===== config.mk =====
export PLATFORM = sky130hd
export DESIGN_NAME = pc_branch_unit_flat
export DESIGN_NICKNAME = d
export VERILOG_FILES = /design/src/rtl/kiscv_pkg.sv /design/src/rtl/pc_branch_unit_if.sv /design/src/rtl/branch_cmp.sv /design/src/rtl/pc_branch_unit.sv /design/src/flat_wrapper.sv
export SDC_FILE = /design/constraint.sdc
export NUM_CORES = 1
export LEC_CHECK = 0
export ABC_AREA = 1
export BUFFER_PORTS_ARGS = -buffer_cell sky130_fd_sc_hd__buf_2
export CORE_AREA = 3 3 231 142
export DETAILED_ROUTE_END_ITERATION = 8
export DIE_AREA = 0 0 234 145
export GPL_ROUTABILITY_DRIVEN = 0
export SETUP_SLACK_MARGIN = 0.2
export SKIP_LAST_GASP = 1
export SYNTH_ARGS = -nofsm -noshare
export SYNTH_HDL_FRONTEND = slang
export SYNTH_SLANG_ARGS = --single-unit

===== constraint.sdc =====
create_clock -name clk -period 3.51 [get_ports clk]
set_clock_uncertainty 0.2 [all_clocks]
set_input_delay 0.1755 -clock clk [delete_from_list [all_inputs] [get_ports clk]]
set_output_delay 0.1755 -clock clk [all_outputs]
set_load 0.03 [all_outputs]

===== src/rtl/kiscv_pkg.sv =====
// Shared KISC-V decode constants, PC-unit state encoding and immediate extractors.
package kiscv_pkg;

  localparam logic [6:0] OP_JAL    = 7'b1101111;
  localparam logic [6:0] OP_JALR   = 7'b1100111;
  localparam logic [6:0] OP_BRANCH = 7'b1100011;

  localparam logic [2:0] F3_BEQ  = 3'b000;
  localparam logic [2:0] F3_BNE  = 3'b001;
  localparam logic [2:0] F3_BLT  = 3'b100;
  localparam logic [2:0] F3_BGE  = 3'b101;
  localparam logic [2:0] F3_BLTU = 3'b110;
  localparam logic [2:0] F3_BGEU = 3'b111;

  typedef enum logic [1:0] {
    S_RUN  = 2'd0,
    S_HOLD = 2'd1,
    S_TRAP = 2'd2
  } pcu_state_t;

  function automatic logic [31:0] imm_i(input logic [31:0] instr);
    return {{20{instr[31]}}, instr[31:20]};
  endfunction

  function automatic logic [31:0] imm_b(input logic [31:0] instr);
    return {{19{instr[31]}}, instr[31], instr[7], instr[30:25], instr[11:8], 1'b0};
  endfunction

  function automatic logic [31:0] imm_j(input logic [31:0] instr);
    return {{11{instr[31]}}, instr[31], instr[19:12], instr[20], instr[30:21], 1'b0};
  endfunction

endpackage


===== src/rtl/pc_branch_unit_if.sv =====
// Fetch/decode side bundle of the PC unit: instruction and operands in, PC, link and trap out.
interface pc_branch_unit_if #(
  parameter int XLEN = 32
);
  logic            instr_valid;
  logic [31:0]     instr;
  logic [XLEN-1:0] rs1_val;
  logic [XLEN-1:0] rs2_val;
  logic            stall;
  logic [XLEN-1:0] pc;
  logic            taken;
  logic            rd_wr;
  logic [4:0]      rd_idx;
  logic [XLEN-1:0] rd_data;
  logic            trap;
  logic [XLEN-1:0] trap_pc;

  modport master (
    output instr_valid, instr, rs1_val, rs2_val, stall,
    input  pc, taken, rd_wr, rd_idx, rd_data, trap, trap_pc
  );

  modport slave (
    input  instr_valid, instr, rs1_val, rs2_val, stall,
    output pc, taken, rd_wr, rd_idx, rd_data, trap, trap_pc
  );
endinterface


===== src/rtl/branch_cmp.sv =====
// Conditional-branch comparator: decides take/not-take from funct3 and flags unused encodings.
module branch_cmp
  import kiscv_pkg::*;
#(
  parameter int XLEN = 32
) (
  input  logic [2:0]      funct3,
  input  logic [XLEN-1:0] a,
  input  logic [XLEN-1:0] b,
  output logic            take,
  output logic            illegal
);

  // Compare selection; 010/011 have no branch meaning and are reported illegal.
  always_comb begin
    take    = 1'b0;
    illegal = 1'b0;
    case (funct3)
      F3_BEQ:  take = (a == b);
      F3_BNE:  take = (a != b);
      F3_BLT:  take = ($signed(a) < $signed(b));
      F3_BGE:  take = ($signed(a) >= $signed(b));
      F3_BLTU: take = (a < b);
      F3_BGEU: take = (a >= b);
      default: illegal = 1'b1;
    endcase
  end

endmodule


===== src/rtl/pc_branch_unit.sv =====
// Program counter and control-transfer unit: sequential fetch, JAL/JALR, conditional
// branches, stall hold and a sticky trap on illegal branches or misaligned targets.
module pc_branch_unit
  import kiscv_pkg::*;
#(
  parameter int              XLEN         = 32,
  parameter logic [XLEN-1:0] RESET_VECTOR = {XLEN{1'b0}},
  parameter bit              BYTE_ADDR    = 1'b1,
  parameter bit              ALIGN_CHECK  = 1'b1
) (
  input  logic            clk,
  input  logic            rts,
  pc_branch_unit_if.slave bus
);

  localparam logic [XLEN-1:0] STEP     = BYTE_ADDR ? XLEN'(32'd4) : XLEN'(32'd1);
  localparam bit              CHECK_EN = BYTE_ADDR && ALIGN_CHECK;

  pcu_state_t             r_state, w_state_nxt;
  logic [XLEN-1:0]        r_pc, w_pc_nxt;
  logic                   r_taken, w_taken_nxt;
  logic                   r_rd_wr, w_rd_wr_nxt;
  logic [4:0]             r_rd_idx, w_rd_idx_nxt;
  logic [XLEN-1:0]        r_rd_data, w_rd_data_nxt;
  logic                   r_trap, w_trap_nxt;
  logic [XLEN-1:0]        r_trap_pc, w_trap_pc_nxt;

  logic [6:0]             w_opcode;
  logic [4:0]             w_rd;
  logic [2:0]             w_funct3;
  logic signed [XLEN-1:0] w_imm_i, w_imm_b, w_imm_j;
  logic [XLEN-1:0]        w_off_b, w_off_j, w_jalr_sum, w_jalr_tgt, w_seq, w_target;
  logic                   w_cmp_take, w_cmp_illegal, w_xfer, w_link, w_illegal, w_misalign;

  assign w_opcode   = bus.instr[6:0];
  assign w_rd       = bus.instr[11:7];
  assign w_funct3   = bus.instr[14:12];
  assign w_imm_i    = XLEN'($signed(imm_i(bus.instr)));
  assign w_imm_b    = XLEN'($signed(imm_b(bus.instr)));
  assign w_imm_j    = XLEN'($signed(imm_j(bus.instr)));
  assign w_seq      = r_pc + STEP;
  assign w_jalr_sum = bus.rs1_val + w_imm_i;

  branch_cmp #(.XLEN(XLEN)) u_cmp (
    .funct3  (w_funct3),
    .a       (bus.rs1_val),
    .b       (bus.rs2_val),
    .take    (w_cmp_take),
    .illegal (w_cmp_illegal)
  );

  // Word-addressed PCs count instructions, so byte offsets and JALR sums lose two bits.
  always_comb begin
    if (BYTE_ADDR) begin
      w_off_b    = w_imm_b;
      w_off_j    = w_imm_j;
      w_jalr_tgt = {w_jalr_sum[XLEN-1:1], 1'b0};
    end else begin
      w_off_b    = w_imm_b >>> 2;
      w_off_j    = w_imm_j >>> 2;
      w_jalr_tgt = {2'b00, w_jalr_sum[XLEN-1:2]};
    end
  end

  // Instruction decode: transfer target, link request and illegal-branch detection.
  always_comb begin
    w_xfer    = 1'b0;
    w_link    = 1'b0;
    w_illegal = 1'b0;
    w_target  = w_seq;
    case (w_opcode)
      OP_JAL: begin
        w_xfer   = 1'b1;
        w_link   = 1'b1;
        w_target = r_pc + w_off_j;
      end
      OP_JALR: begin
        w_xfer   = 1'b1;
        w_link   = 1'b1;
        w_target = w_jalr_tgt;
      end
      OP_BRANCH: begin
        w_illegal = w_cmp_illegal;
        w_xfer    = w_cmp_take;
        if (w_cmp_take) begin
          w_target = r_pc + w_off_b;
        end else begin
          w_target = w_seq;
        end
      end
      default: w_xfer = 1'b0;
    endcase
  end

  assign w_misalign = CHECK_EN && w_xfer && (w_target[1:0] != 2'b00);

  // Next-state logic; HOLD accepts on its first stall-free cycle just like RUN.
  always_comb begin
    w_state_nxt   = r_state;
    w_pc_nxt      = r_pc;
    w_taken_nxt   = 1'b0;
    w_rd_wr_nxt   = 1'b0;
    w_rd_idx_nxt  = r_rd_idx;
    w_rd_data_nxt = r_rd_data;
    w_trap_nxt    = r_trap;
    w_trap_pc_nxt = r_trap_pc;
    case (r_state)
      S_RUN, S_HOLD: begin
        if (bus.stall) begin
          w_state_nxt = S_HOLD;
        end else if (!bus.instr_valid) begin
          w_state_nxt = S_RUN;
        end else if (w_illegal || w_misalign) begin
          w_state_nxt   = S_TRAP;
          w_trap_nxt    = 1'b1;
          w_trap_pc_nxt = r_pc;
        end else begin
          w_state_nxt = S_RUN;
          w_pc_nxt    = w_target;
          w_taken_nxt = w_xfer;
          if (w_link && (w_rd != 5'd0)) begin
            w_rd_wr_nxt   = 1'b1;
            w_rd_idx_nxt  = w_rd;
            w_rd_data_nxt = w_seq;
          end else begin
            w_rd_wr_nxt = 1'b0;
          end
        end
      end
      S_TRAP:  w_state_nxt = S_TRAP;
      default: w_state_nxt = S_RUN;
    endcase
  end

  // State and output registers; reset is asynchronous so outputs clear without a clock.
  always_ff @(posedge clk or posedge rts) begin
    if (rts) begin
      r_state   <= S_RUN;
      r_pc      <= RESET_VECTOR;
      r_taken   <= 1'b0;
      r_rd_wr   <= 1'b0;
      r_rd_idx  <= 5'd0;
      r_rd_data <= {XLEN{1'b0}};
      r_trap    <= 1'b0;
      r_trap_pc <= {XLEN{1'b0}};
    end else begin
      r_state   <= w_state_nxt;
      r_pc      <= w_pc_nxt;
      r_taken   <= w_taken_nxt;
      r_rd_wr   <= w_rd_wr_nxt;
      r_rd_idx  <= w_rd_idx_nxt;
      r_rd_data <= w_rd_data_nxt;
      r_trap    <= w_trap_nxt;
      r_trap_pc <= w_trap_pc_nxt;
    end
  end

  assign bus.pc      = r_pc;
  assign bus.taken   = r_taken;
  assign bus.rd_wr   = r_rd_wr;
  assign bus.rd_idx  = r_rd_idx;
  assign bus.rd_data = r_rd_data;
  assign bus.trap    = r_trap;
  assign bus.trap_pc = r_trap_pc;

endmodule


===== src/flat_wrapper.sv =====
// flat-port wrapper written by rule: the top's interface ports become plain ports
module pc_branch_unit_flat import kiscv_pkg::*;
#(
  parameter int              XLEN         = 32,
  parameter logic [XLEN-1:0] RESET_VECTOR = {XLEN{1'b0}},
  parameter bit              BYTE_ADDR    = 1'b1,
  parameter bit              ALIGN_CHECK  = 1'b1
)
  (clk, rts, bus_instr_valid, bus_instr, bus_rs1_val, bus_rs2_val, bus_stall, bus_pc, bus_taken, bus_rd_wr, bus_rd_idx, bus_rd_data, bus_trap, bus_trap_pc);
  pc_branch_unit_if #(.XLEN(XLEN)) bus_i ();
  input  logic clk;
  input  logic rts;
  input wire logic [$bits(bus_i.instr_valid)-1:0] bus_instr_valid;
  input wire logic [$bits(bus_i.instr)-1:0] bus_instr;
  input wire logic [$bits(bus_i.rs1_val)-1:0] bus_rs1_val;
  input wire logic [$bits(bus_i.rs2_val)-1:0] bus_rs2_val;
  input wire logic [$bits(bus_i.stall)-1:0] bus_stall;
  output wire logic [$bits(bus_i.pc)-1:0] bus_pc;
  output wire logic [$bits(bus_i.taken)-1:0] bus_taken;
  output wire logic [$bits(bus_i.rd_wr)-1:0] bus_rd_wr;
  output wire logic [$bits(bus_i.rd_idx)-1:0] bus_rd_idx;
  output wire logic [$bits(bus_i.rd_data)-1:0] bus_rd_data;
  output wire logic [$bits(bus_i.trap)-1:0] bus_trap;
  output wire logic [$bits(bus_i.trap_pc)-1:0] bus_trap_pc;
  assign bus_i.instr_valid = bus_instr_valid;
  assign bus_i.instr = bus_instr;
  assign bus_i.rs1_val = bus_rs1_val;
  assign bus_i.rs2_val = bus_rs2_val;
  assign bus_i.stall = bus_stall;
  assign bus_pc = bus_i.pc;
  assign bus_taken = bus_i.taken;
  assign bus_rd_wr = bus_i.rd_wr;
  assign bus_rd_idx = bus_i.rd_idx;
  assign bus_rd_data = bus_i.rd_data;
  assign bus_trap = bus_i.trap;
  assign bus_trap_pc = bus_i.trap_pc;
  pc_branch_unit #(.XLEN(XLEN), .RESET_VECTOR(RESET_VECTOR), .BYTE_ADDR(BYTE_ADDR), .ALIGN_CHECK(ALIGN_CHECK)) u_core (.clk(clk), .rts(rts), .bus(bus_i));
endmodule

==> key figures, run 1 <==
Final layout
  – Multi-input gate area: 7330 um^2
  – Final Net Count: 2087
  – Fillers: 3305
  – Share of layout cells above drive strength 1: 18.7%
  – Final Cell Area: 13200 um^2
  – Diode count: 0
  – Sequential Area: 2650 um^2
  – Area growth, synth to finish: 22.4%

STA
  – Relative slew margins: 47.6%
  – Setup TNS: 0 ns
  – Final hold violations: 0
  – Worst slew pin tran: 0.786 ns
  – Final slew viol count: 0
  – Crit path time final: 3.20 ns
  – RSZ-0062 raised after global routing: yes
  – Final hold slack: 0.128 ns
  – Fin crit share: 91.2%
  – Final setup vio count: 0
  – FMAX: 312 MHz

GRT
  – GR Overflow Total: 0
  – First-pass GRT wire length: 63.8 mm
  – Pin count of the biggest net entering global routing: 58
  – Number of global-route vias before repair: 11400
  – Tot GR Track Use: 23.7%
  – Antenna violations before repair: 0

Synth
  – Synth area leaders: dfrtp_1 25%, nand2_1 15%, ha_1 12%, a21oi_1 6.9%, inv_1 6.1%
  – Syn. warnings: 0
  – #FFs+latches synth: 106
  – Synth top area share: 24.6%
  – Cell variety after synth: 46
  – Register area share after synthesis: 24.6%
  – Top FF cell, synth: dfrtp_1
  – Synthesized area per cell: 6.63 um^2
  – EDFF count, synth: 0
  – Most frequent cell after synthesis: nand2_1
  – Synth area leader: dfrtp_1
  – Post-Syn Instances: 1626
  – Post-synth ARST share: 100%
  – Synth top cells by count: 441 x nand2_1, 176 x inv_1, 148 x a21oi_1
  – Syn nets: 1835
  – Post-Syn Area: 10800 um^2

Detailed routing
  – Initial DRC count: 1268
  – DRT Pass-1 Iters: 5
  – Post-Route WL: 41.0 mm
  – Routed WL per cell: 17.8 um
  – # DRC: 0
  – Vias per cell: 5.36
  – Final ANT Viol Nets: 0
  – DR vias: 12300

Clocking
  – Clock slew seen by the registers of the worst setup and hold paths: 0.08 ns
  – Clock root cell: clkbuf_16
  – CTS Sinks: 106
  – Worst-Skew Late Latency: 0.37 ns
  – CTS buffer count: 9
  – CTS tree: done
  – Number of H-tree levels: 3
  – CTS max path bufs: 2

Place
  – Port Buf Inserts: 203
  – DP HPWL: 33.4 mm
  – Placed Area: 12700 um^2

Die
  – Rows: 50
  – I/O pins: 204
  – Die width: 234 um
  – Initial Util: 34.8%
  – Die area: 33900 um^2
  – DIE HEIGHT: 145 um
  – Core area: 31000 um^2

Critical path
  – CP cell instances: ha_4 -> nand2_1 -> nor4_1 -> buf_4 -> nand4_1 -> nand3_1 -> nand2_1 -> o211ai_1 -> a21oi_1 -> nor2_1 -> nor2_1 -> nand2_1 -> nand4_1 -> nand3_1 -> nand2_1
  – Critical path class: reg2reg
  – Worst Setup SP: u_core.bus.pc[11]$_DFFE_PP0P_
  – CP top delay family: simple AND/OR/NAND/NOR gates
  – R2r worst-path depth: 15
  – Worst Setup EP: u_core.bus.pc[26]$_DFFE_PP0P_
  – Reg-to-Reg End: u_core.bus.pc[26]$_DFFE_PP0P_
  – Worst R2R Start: u_core.bus.pc[11]$_DFFE_PP0P_
  – Setup crit end kind: flop
  – Crit path depth: 15
  – Slowest stage cell, crit path: dfrtp_1
  – Crit-path most repeated cell: nand2_1
  – CP arrival: 3.26 ns
  – Critical path startpoint category: flop
  – Crit path required time: 3.57 ns
  – Slowest stage delay, CP: 0.55 ns
  – Worst Path Buf+Inv: 1
  – FF-to-FF setup slack: 0.31 ns
  – Crit path max fanout: 8

Power
  – Power Total: 5590 uW
  – PwrDens: 423 nW/um^2
  – Maximum VDD drop: 257 uV
  – P_leak: 0.00713 uW

Run status
  – Status: complete, no violations

Run
  – Max Cap Violations: 0

Hold path
  – Hold Path Class: in2reg
-- tightest hold or removal path, delay by kind of cell --
| family | cells | cell delay [ns] |
|---|---|---|
| buffers and inverters | 1 | 0.10 |
| AND/OR/NAND/NOR | 4 | 0.39 |
-- logic make-up after synthesis --
| kind of cell | after synthesis | share of synthesized area (%) |
|---|---|---|
| adders and majority gates | 109 | 12.9 |
| xor gates and xnor gates | 57 | 4.63 |
| DFF | 106 | 24.6 |
| and+or+nand+nor | 783 | 31.8 |
| buffers and inverters | 226 | 8.51 |
| AOI/OAI and AO/OA | 345 | 17.6 |
-- area by class of cell --
class | instances | share of cell area (%)
clock inverters | 3 | 0.180
clock buffers | 12 | 1.94
multi-input cells | 1294 | 55.5
flip-flops and latches | 106 | 20.1
inverters | 178 | 5.08
repair buffers | 289 | 13.2
well taps | 416 | 3.95
-- worst min path at each step --
stage | end | startpoint | depth (start not counted) | slack, ns
after floorplan | u_core.r_state[0]$_DFF_PP0_ | bus_stall | 2 | 0.1
after global placement | u_core.bus.rd_wr$_DFF_PP0_ | rts | 2 | 0.16
after detailed placement | u_core.bus.rd_idx[2]$_DFFE_PP0P_ | rts | 2 | 0.17
after CTS | u_core.bus.pc[28]$_DFFE_PP0P_ | bus_instr_valid | 5 | 0.12
after global routing | u_core.bus.pc[16]$_DFFE_PP0P_ | bus_instr_valid | 5 | 0.14
final | u_core.bus.pc[16]$_DFFE_PP0P_ | bus_instr_valid | 5 | 0.13
-- state kept, by name (all words and copies together), names as in the netlist --
register,count
u_core.bus.rd_wr,1
u_core.bus.taken,1
u_core.r_state,2
u_core.bus.rd_data,32
u_core.bus.trap_pc,32
u_core.bus.trap,1
u_core.bus.pc,32
u_core.bus.rd_idx,5
-- per-layer routing --
| metal | vias to the layer above | GRT usage [%] | share of wire, % | wire length [um] |
|---|---|---|---|---|
| li1 | 6018 | - | - | - |
| met2 | 521 | 34.7 | 41 | 17000 |
| met1 | 5728 | 35.8 | 48 | 19700 |
| met4 | 0 | 4.06 | 1.5 | 624 |
| met5 | - | 0 | 0 | 0 |
| met3 | 50 | 5.20 | 8.9 | 3640 |
-- layout by cell type, fill, tap and decap left out, types with 5 or more instances in the layout --
| master | n |
|---|---|
| ha_1 | 103 |
| o21ai_1 | 27 |
| a21oi_1 | 141 |
| a21oi_2 | 7 |
| o211ai_1 | 16 |
| nand3b_1 | 13 |
| nand4_1 | 58 |
| o21a_1 | 5 |
| a31oi_1 | 6 |
| dfrtp_1 | 105 |
| nor2_1 | 108 |
| buf_4 | 74 |
| nand3_1 | 92 |
| or2_2 | 13 |
| nand2_2 | 6 |
| a21o_1 | 8 |
| o21ai_0 | 109 |
| buf_2 | 203 |
| clkbuf_16 | 9 |
| nand2_1 | 441 |
| nor3_1 | 27 |
| o2111ai_1 | 13 |
| nor4_1 | 7 |
| inv_1 | 175 |
| xor2_1 | 46 |
| xnor2_1 | 11 |
| buf_12 | 5 |
| dlygate4sd3_1 | 7 |
-- report_power, final --
part	leakage [uW]	internal (uW)	total, uW	switching, uW
sequential	0.00145	1340	1500	164
combinational	0.00555	1090	3080	1980
clock	0.000131	520	1000	485
-- stage by stage --
step	util (%)	std cells	setup WS (ns)
floorplan	-	1626	0.346
global placement	41.1	2274	0.117
detailed placement	41.1	2274	0.0588
CTS	42.3	2297	0.209
global route	42.6	2298	0.101
finish	42.6	2298	0.308
-- repair_timing --
item                                    in CTS  in global routing
pin swaps                                    1                  2
hold buffers                                 7                  0
hold endpoints to repair                    61                  0
setup buffers                                1                  1
resized for setup                            4                 29
endpoints found under the setup margin       4                 21
No activity file was read; power rests on OpenSTA's default activity.
==> run 2, diff against run 1 <==
--- a/config.mk
+++ b/config.mk
@@ -7,11 +7,13 @@
 export LEC_CHECK = 0
 export ABC_AREA = 1
 export BUFFER_PORTS_ARGS = -buffer_cell sky130_fd_sc_hd__buf_2
-export CORE_AREA = 3 3 231 142
+export CELL_PAD_IN_SITES_DETAIL_PLACEMENT = 0
+export CELL_PAD_IN_SITES_GLOBAL_PLACEMENT = 2
+export CORE_AREA = 3 3 245 151
 export DETAILED_ROUTE_END_ITERATION = 8
-export DIE_AREA = 0 0 234 145
+export DIE_AREA = 0 0 248 154
 export GPL_ROUTABILITY_DRIVEN = 0
-export SETUP_SLACK_MARGIN = 0.2
+export PLACE_DENSITY_LB_ADDON = 0.1
 export SKIP_LAST_GASP = 1
 export SYNTH_ARGS = -nofsm -noshare
 export SYNTH_HDL_FRONTEND = slang
==> key figures, run 2 (synthesis results as in run 1) <==
Power
  – Power Total: 5740 uW (+2.9%)
  – P_leak: 0.00730 uW (+2.4%)
  – Maximum VDD drop: 270 uV (+5.0%)
  – PwrDens: 427 nW/um^2 (+0.75%)

Final layout
  – Fillers: 3836 (+16%)
  – Most common cell after layout, fill and taps aside: nand2_1
  – Final Net Count: 2120 (+1.6%)
  – Final cell count without fillers: 2383 (+3.7%)
  – Share of layout cells above drive strength 1: 19.6% (+0.87 points)
  – Diode count: 0 (unchanged)
  – Commonest cells after routing, fill and taps aside: 441 x nand2_1, 203 x buf_2, 174 x inv_1
  – Area growth, synth to finish: 25.0%
  – Sequential Area: 2650 um^2 (unchanged)
  – Multi-input gate area: 7270 um^2 (-0.82%)

Detailed routing
  – Vias per cell: 5.00 (-6.7%)
  – DRT Pass-1 Iters: 5 (unchanged)
  – Routed WL per cell: 18.4 um (+2.9%)
  – Post-Route WL: 43.7 mm (+6.7%)
  – Initial DRC count: 917 (-28%)
  – DR vias: 11900 (-3.2%)
  – Final ANT Viol Nets: 0 (unchanged)
  – # DRC: 0 (unchanged)

STA
  – Fin crit share: 94.7% (+3.4 points)
  – Final slew viol count: 0 (unchanged)
  – RSZ-0062 raised after global routing: no
  – Worst slew pin tran: 0.850 ns (+0.0640 ns)
  – Worst Setup Slack, final: 0.187 ns (-0.121 ns)
  – Relative slew margins: 43.3% (-4.3 points)
  – Crit path time final: 3.32 ns (+0.121 ns)
  – Final hold slack: 0.136 ns (+0.00786 ns)
  – FMAX: 301 MHz (-3.6%)
  – Final hold violations: 0 (unchanged)
  – Final setup vio count: 0 (unchanged)

Die
  – Die width: 248 um (+6.0%)
  – DIE HEIGHT: 154 um (+6.2%)
  – Rows: 53 (+6.0%)
  – Core area: 34800 um^2 (+12%)
  – I/O pins: 204 (unchanged)
  – Die area: 38200 um^2 (+13%)
  – Initial Util: 31.0% (-3.8 points)

Clocking
  – Worst-Skew Late Latency: 0.37 ns (about the same)
  – Clock slew seen by the registers of the worst setup and hold paths: 0.08 ns (about the same)
  – CTS buffer count: 9 (unchanged)
  – Clock root cell: clkbuf_16
  – CTS Sinks: 106 (unchanged)
  – Number of H-tree levels: 3 (unchanged)
  – CTS max path bufs: 2 (unchanged)
  – CTS tree: done

Run status
  – Status: complete, no violations

Critical path
  – FF-to-FF setup slack: 0.19 ns (-0.12 ns)
  – R2r worst-path depth: 16 (+1)
  – Setup crit end kind: flop
  – Reg-to-Reg End: u_core.bus.pc[31]$_DFFE_PP0P_
  – Crit path max fanout: 5 (-3)
  – Worst R2R Start: u_core.bus.pc[5]$_DFFE_PP0P_
  – Worst Path Buf+Inv: 4 (+3)
  – CP cell instances: buf_4 -> inv_1 -> nor4_1 -> buf_4 -> nand2_1 -> nor4_1 -> buf_4 -> nand2_1 -> nor2_1 -> nand3b_1 -> xor2_1 -> o21ai_0 -> o21ai_0 -> nand3b_1 -> nand3_1 -> nand2_1
  – Critical path startpoint category: flop
  – Slowest stage cell, crit path: nor4_1
  – CP top delay family: simple AND/OR/NAND/NOR gates
  – Crit path required time: 3.63 ns (+0.06 ns)
  – Slowest stage delay, CP: 0.46 ns (-0.09 ns)
  – Critical path class: reg2reg
  – CP arrival: 3.44 ns (+0.18 ns)

GRT
  – Pin count of the biggest net entering global routing: 60 (+3.4%)
  – Number of global-route vias before repair: 11300 (-0.48%)
  – Antenna violations before repair: 0 (unchanged)
  – Tot GR Track Use: 22.7% (-0.98 points)
  – First-pass GRT wire length: 67.0 mm (+5.0%)
  – GR Overflow Total: 0 (unchanged)

Hold path
  – Worst hold path endpoint: u_core.bus.pc[13]$_DFFE_PP0P_
  – Min-delay src: bus_instr_valid
  – Hold Path Class: in2reg
  – Hold path cells: 5 (unchanged)

Place
  – Worst slack, placed: -0.144 ns (-0.203 ns)
  – DP HPWL: 36.1 mm (+8.3%)
  – Dpl cells: 2358 (+3.7%)
  – Port Buf Inserts: 203 (unchanged)

Run
  – Max Cap Violations: 0 (unchanged)
run 2: worst min-delay path, cell delays in order:
cell	delay, ns
buf_2	0.09
nand2_1	0.10
nor2_4	0.13
nand3_1	0.11
nand2_1	0.05
run 2: power breakdown:
| part | internal [uW] | switching (uW) |
|---|---|---|
| combinational | 1140 | 2050 |
| sequential | 1340 | 138 |
| clock | 560 | 519 |
run 2: how the worst max path moves through the flow:
stage                                    endpoint                         start  slack (ns)  depth (start not counted)
floorplan            u_core.bus.pc[0]$_DFFE_PP0P_                           rts        0.35                          1
global placement    u_core.bus.pc[30]$_DFFE_PP0P_  u_core.bus.pc[2]$_DFFE_PP0P_       -0.11                         18
detailed placement  u_core.bus.pc[30]$_DFFE_PP0P_  u_core.bus.pc[2]$_DFFE_PP0P_       -0.14                         18
CTS                 u_core.bus.pc[31]$_DFFE_PP0P_  u_core.bus.pc[1]$_DFFE_PP0P_        0.02                         16
global route        u_core.bus.pc[30]$_DFFE_PP0P_  u_core.bus.pc[2]$_DFFE_PP0P_       0.001                         18
finish              u_core.bus.pc[31]$_DFFE_PP0P_  u_core.bus.pc[5]$_DFFE_PP0P_        0.19                         16
run 2: what timing repair did:
action                                  CTS  global route
hold endpoints to repair                 64             0
endpoints found under the setup margin    1            17
pin swaps                                 0             1
hold buffers                              7             0
resized for setup                         3            14
setup buffers                             0             2
run 2: metal layers:
layer / wire length [um] / track usage, % / vias to the layer above
met5: 0 / 0 / -
met4: 663 / 4.30 / 0
met3: 2140 / 2.51 / 33
met2: 18300 / 34.1 / 294
met1: 22600 / 34.9 / 5512
li1: - / - / 6078
run 2: final cells by class:
type                    count  share of cell area [%]
flip-flops and latches    106                    19.7
multi-input cells        1294                    53.9
clock buffers              11                    1.73
well taps                 467                    4.34
inverters                 178                    4.98
repair buffers            322                    14.9
clock inverters             5                   0.446
run 2: metrics by stage:
stage	utilization, %	cell area [um^2]	setup TNS [ns]
5_1_grt	38.7	13500	0
3_3_place_gp	37.5	13000	-0.109
3_5_place_dp	37.5	13000	-0.144
2_1_floorplan	-	10800	0
6_report	38.7	13500	0
4_1_cts	38.5	13400	0
==> run 3, diff against run 2 <==
--- a/config.mk
+++ b/config.mk
@@ -9,9 +9,10 @@
 export BUFFER_PORTS_ARGS = -buffer_cell sky130_fd_sc_hd__buf_2
 export CELL_PAD_IN_SITES_DETAIL_PLACEMENT = 0
 export CELL_PAD_IN_SITES_GLOBAL_PLACEMENT = 2
-export CORE_AREA = 3 3 245 151
+export CORE_AREA = 3 3 241 149
+export CTS_BUF_LIST = sky130_fd_sc_hd__clkbuf_8
 export DETAILED_ROUTE_END_ITERATION = 8
-export DIE_AREA = 0 0 248 154
+export DIE_AREA = 0 0 244 152
 export GPL_ROUTABILITY_DRIVEN = 0
 export PLACE_DENSITY_LB_ADDON = 0.1
 export SKIP_LAST_GASP = 1
==> key figures, run 3 (synthesis results as in run 1) <==
Run status
  – Status: complete, no violations

Critical path
  – CP arrival: 3.44 ns (about the same)
  – Critical path class: reg2reg
  – CP top delay family: compound AO/OA/AOI/OAI gates
  – FF-to-FF setup slack: 0.18 ns (about the same)
  – Crit-path most repeated cell: nand2_1
  – Worst R2R Start: u_core.bus.pc[3]$_DFFE_PP0P_
  – Setup crit end kind: flop
  – Reg-to-Reg End: u_core.bus.pc[28]$_DFFE_PP0P_
  – Crit path max fanout: 4 (-1)
  – CP cell instances: buf_4 -> ha_1 -> a21oi_1 -> nand2_1 -> a31oi_1 -> o21ai_0 -> a21oi_1 -> buf_4 -> inv_1 -> nand4_1 -> nand2_1 -> o21ai_0 -> o2111ai_1 -> nand3_1 -> nand2_1
  – Critical path startpoint category: flop
  – Worst Path Buf+Inv: 3 (-1)
  – Slowest stage cell, crit path: dfrtp_1
  – Slowest stage delay, CP: 0.44 ns (-0.02 ns)
  – R2r worst-path depth: 15 (-1)
  – Crit path required time: 3.63 ns (about the same)

Final layout
  – Final Net Count: 2098 (-1.0%)
  – Most common cell after layout, fill and taps aside: nand2_1
  – Diode count: 0 (unchanged)
  – Area growth, synth to finish: 22.7%
  – Share of layout cells above drive strength 1: 18.3% (-1.3 points)
  – Commonest cells after routing, fill and taps aside: 441 x nand2_1, 203 x buf_2, 176 x inv_1
  – Post-layout util: 39.4% (+0.69 points)
  – Final Cell Area: 13200 um^2 (-1.8%)

STA
  – Final hold slack: 0.104 ns (-0.0319 ns)
  – FMAX: 300 MHz (-0.17%)
  – Final slew viol count: 0 (unchanged)
  – Crit path time final: 3.33 ns (+0.00554 ns)
  – Final hold violations: 0 (unchanged)
  – Final setup vio count: 0 (unchanged)
  – Worst slew pin tran: 0.812 ns (-0.0388 ns)
  – Fin crit share: 94.8% (+0.16 points)
  – Relative slew margins: 45.8% (+2.5 points)
  – RSZ-0062 raised after global routing: yes

Die
  – DIE HEIGHT: 152 um (-1.3%)
  – Core area: 33600 um^2 (-3.6%)
  – I/O pins: 204 (unchanged)
  – Initial Util: 32.1% (+1.1 points)
  – Rows: 52 (-1.9%)
  – Die width: 244 um (-1.6%)
  – Die area: 37100 um^2 (-2.9%)

Clocking
  – CTS max path bufs: 2 (unchanged)
  – CTS tree: done
  – CTS buffer count: 9 (unchanged)
  – Worst-Skew Late Latency: 0.41 ns (+0.04 ns)
  – Clock root cell: clkbuf_8
  – Clock slew seen by the registers of the worst setup and hold paths: 0.11 ns (+0.03 ns)
  – Number of H-tree levels: 3 (unchanged)
  – CTS Sinks: 106 (unchanged)

Detailed routing
  – DRT Pass-1 Iters: 5 (unchanged)
  – # DRC: 0 (unchanged)
  – Vias per cell: 5.01 (+0.13%)
  – Routed WL per cell: 18.4 um (+0.41%)
  – Initial DRC count: 891 (-2.8%)
  – Final ANT Viol Nets: 0 (unchanged)
  – Post-Route WL: 43.4 mm (-0.85%)
  – DR vias: 11800 (-1.1%)

Power
  – Power Total: 5500 uW (-4.3%)
  – Maximum VDD drop: 202 uV (-25%)
  – P_leak: 0.00718 uW (-1.7%)
  – PwrDens: 416 nW/um^2 (-2.5%)

Hold path
  – Min-delay src: bus_instr_valid
  – Hold path cells: 5 (unchanged)
  – Hold Path Class: in2reg
  – Worst hold path endpoint: u_core.bus.taken$_DFF_PP0_

GRT
  – Tot GR Track Use: 23.1% (+0.41 points)
  – Pin count of the biggest net entering global routing: 58 (-3.3%)
  – Antenna violations before repair: 0 (unchanged)
  – GR Overflow Total: 0 (unchanged)
  – Number of global-route vias before repair: 11600 (+2.3%)
  – First-pass GRT wire length: 67.4 mm (+0.71%)

Place
  – DP HPWL: 35.7 mm (-1.3%)
  – Port Buf Inserts: 203 (unchanged)
  – Placed Area: 12900 um^2 (-1.2%)

Run
  – Max Cap Violations: 0 (unchanged)
## run 3: cell types whose count changed in the layout (fill, tap and decap cells not counted), sizes merged
cell    delta
bufinv     +1
clkbuf     -2
buf       -22
inv        +1
## run 3: worst max path at each step
stage,start,to,cells after the start
after global routing,u_core.bus.pc[1]$_DFFE_PP0P_,u_core.bus.pc[25]$_DFFE_PP0P_,15
after floorplan,rts,u_core.bus.pc[0]$_DFFE_PP0P_,1
after global placement,u_core.bus.pc[1]$_DFFE_PP0P_,u_core.bus.pc[25]$_DFFE_PP0P_,15
after CTS,u_core.bus.pc[1]$_DFFE_PP0P_,u_core.bus.pc[25]$_DFFE_PP0P_,15
final,u_core.bus.pc[3]$_DFFE_PP0P_,u_core.bus.pc[28]$_DFFE_PP0P_,15
after detailed placement,u_core.bus.pc[1]$_DFFE_PP0P_,u_core.bus.pc[25]$_DFFE_PP0P_,15
## run 3: worst register-to-register path, stage by stage, from the launching register on
cell       delay, ns
dfrtp_1         0.44
buf_4           0.18
ha_1            0.35
a21oi_1         0.16
nand2_1         0.10
a31oi_1         0.30
o21ai_0         0.20
a21oi_1         0.33
buf_4           0.20
inv_1           0.04
nand4_1         0.07
nand2_1         0.11
o21ai_0         0.17
o2111ai_1       0.20
nand3_1         0.14
nand2_1         0.05
## run 3: final cells by class
type	instances	area (um^2)
clock buffers	9	124
clock inverters	7	103
fillers	3690	20400
inverters	178	671
multi-input cells	1294	7230
flip-flops and latches	106	2650
well taps	459	574
repair buffers	300	1860
## run 3: timing repair
| item | CTS | global route |
|---|---|---|
| resized for setup | 1 | 9 |
| hold buffers | 7 | 0 |
| endpoints found under the setup margin | 2 | 15 |
| pin swaps | 0 | 1 |
| endpoints found under the hold margin | 59 | 0 |
| setup buffers | 0 | 1 |
## run 3: per-stage QoR
stage	TNS [ns]	setup WS [ns]	cells
4_1_cts	0	0.0502	2352
2_1_floorplan	0	0.346	1626
6_report	0	0.181	2353
5_1_grt	-0.00595	-0.00595	2353
3_3_place_gp	0	0.0671	2329
3_5_place_dp	-0.0257	-0.0257	2329
## run 3: layer usage
layer,vias up,wire length [um],GRT usage [%]
li1,6034,-,-
met1,5454,22700,35.4
met2,273,18500,35.3
met3,21,1970,3.21
met4,0,293,2.51
met5,-,0,0
## run 3: where the power goes
part / switching (uW) / internal, uW / total, uW
combinational: 2000 / 1080 / 3090
sequential: 168 / 1340 / 1510
clock: 496 / 411 / 907
total: 2670 / 2830 / 5500
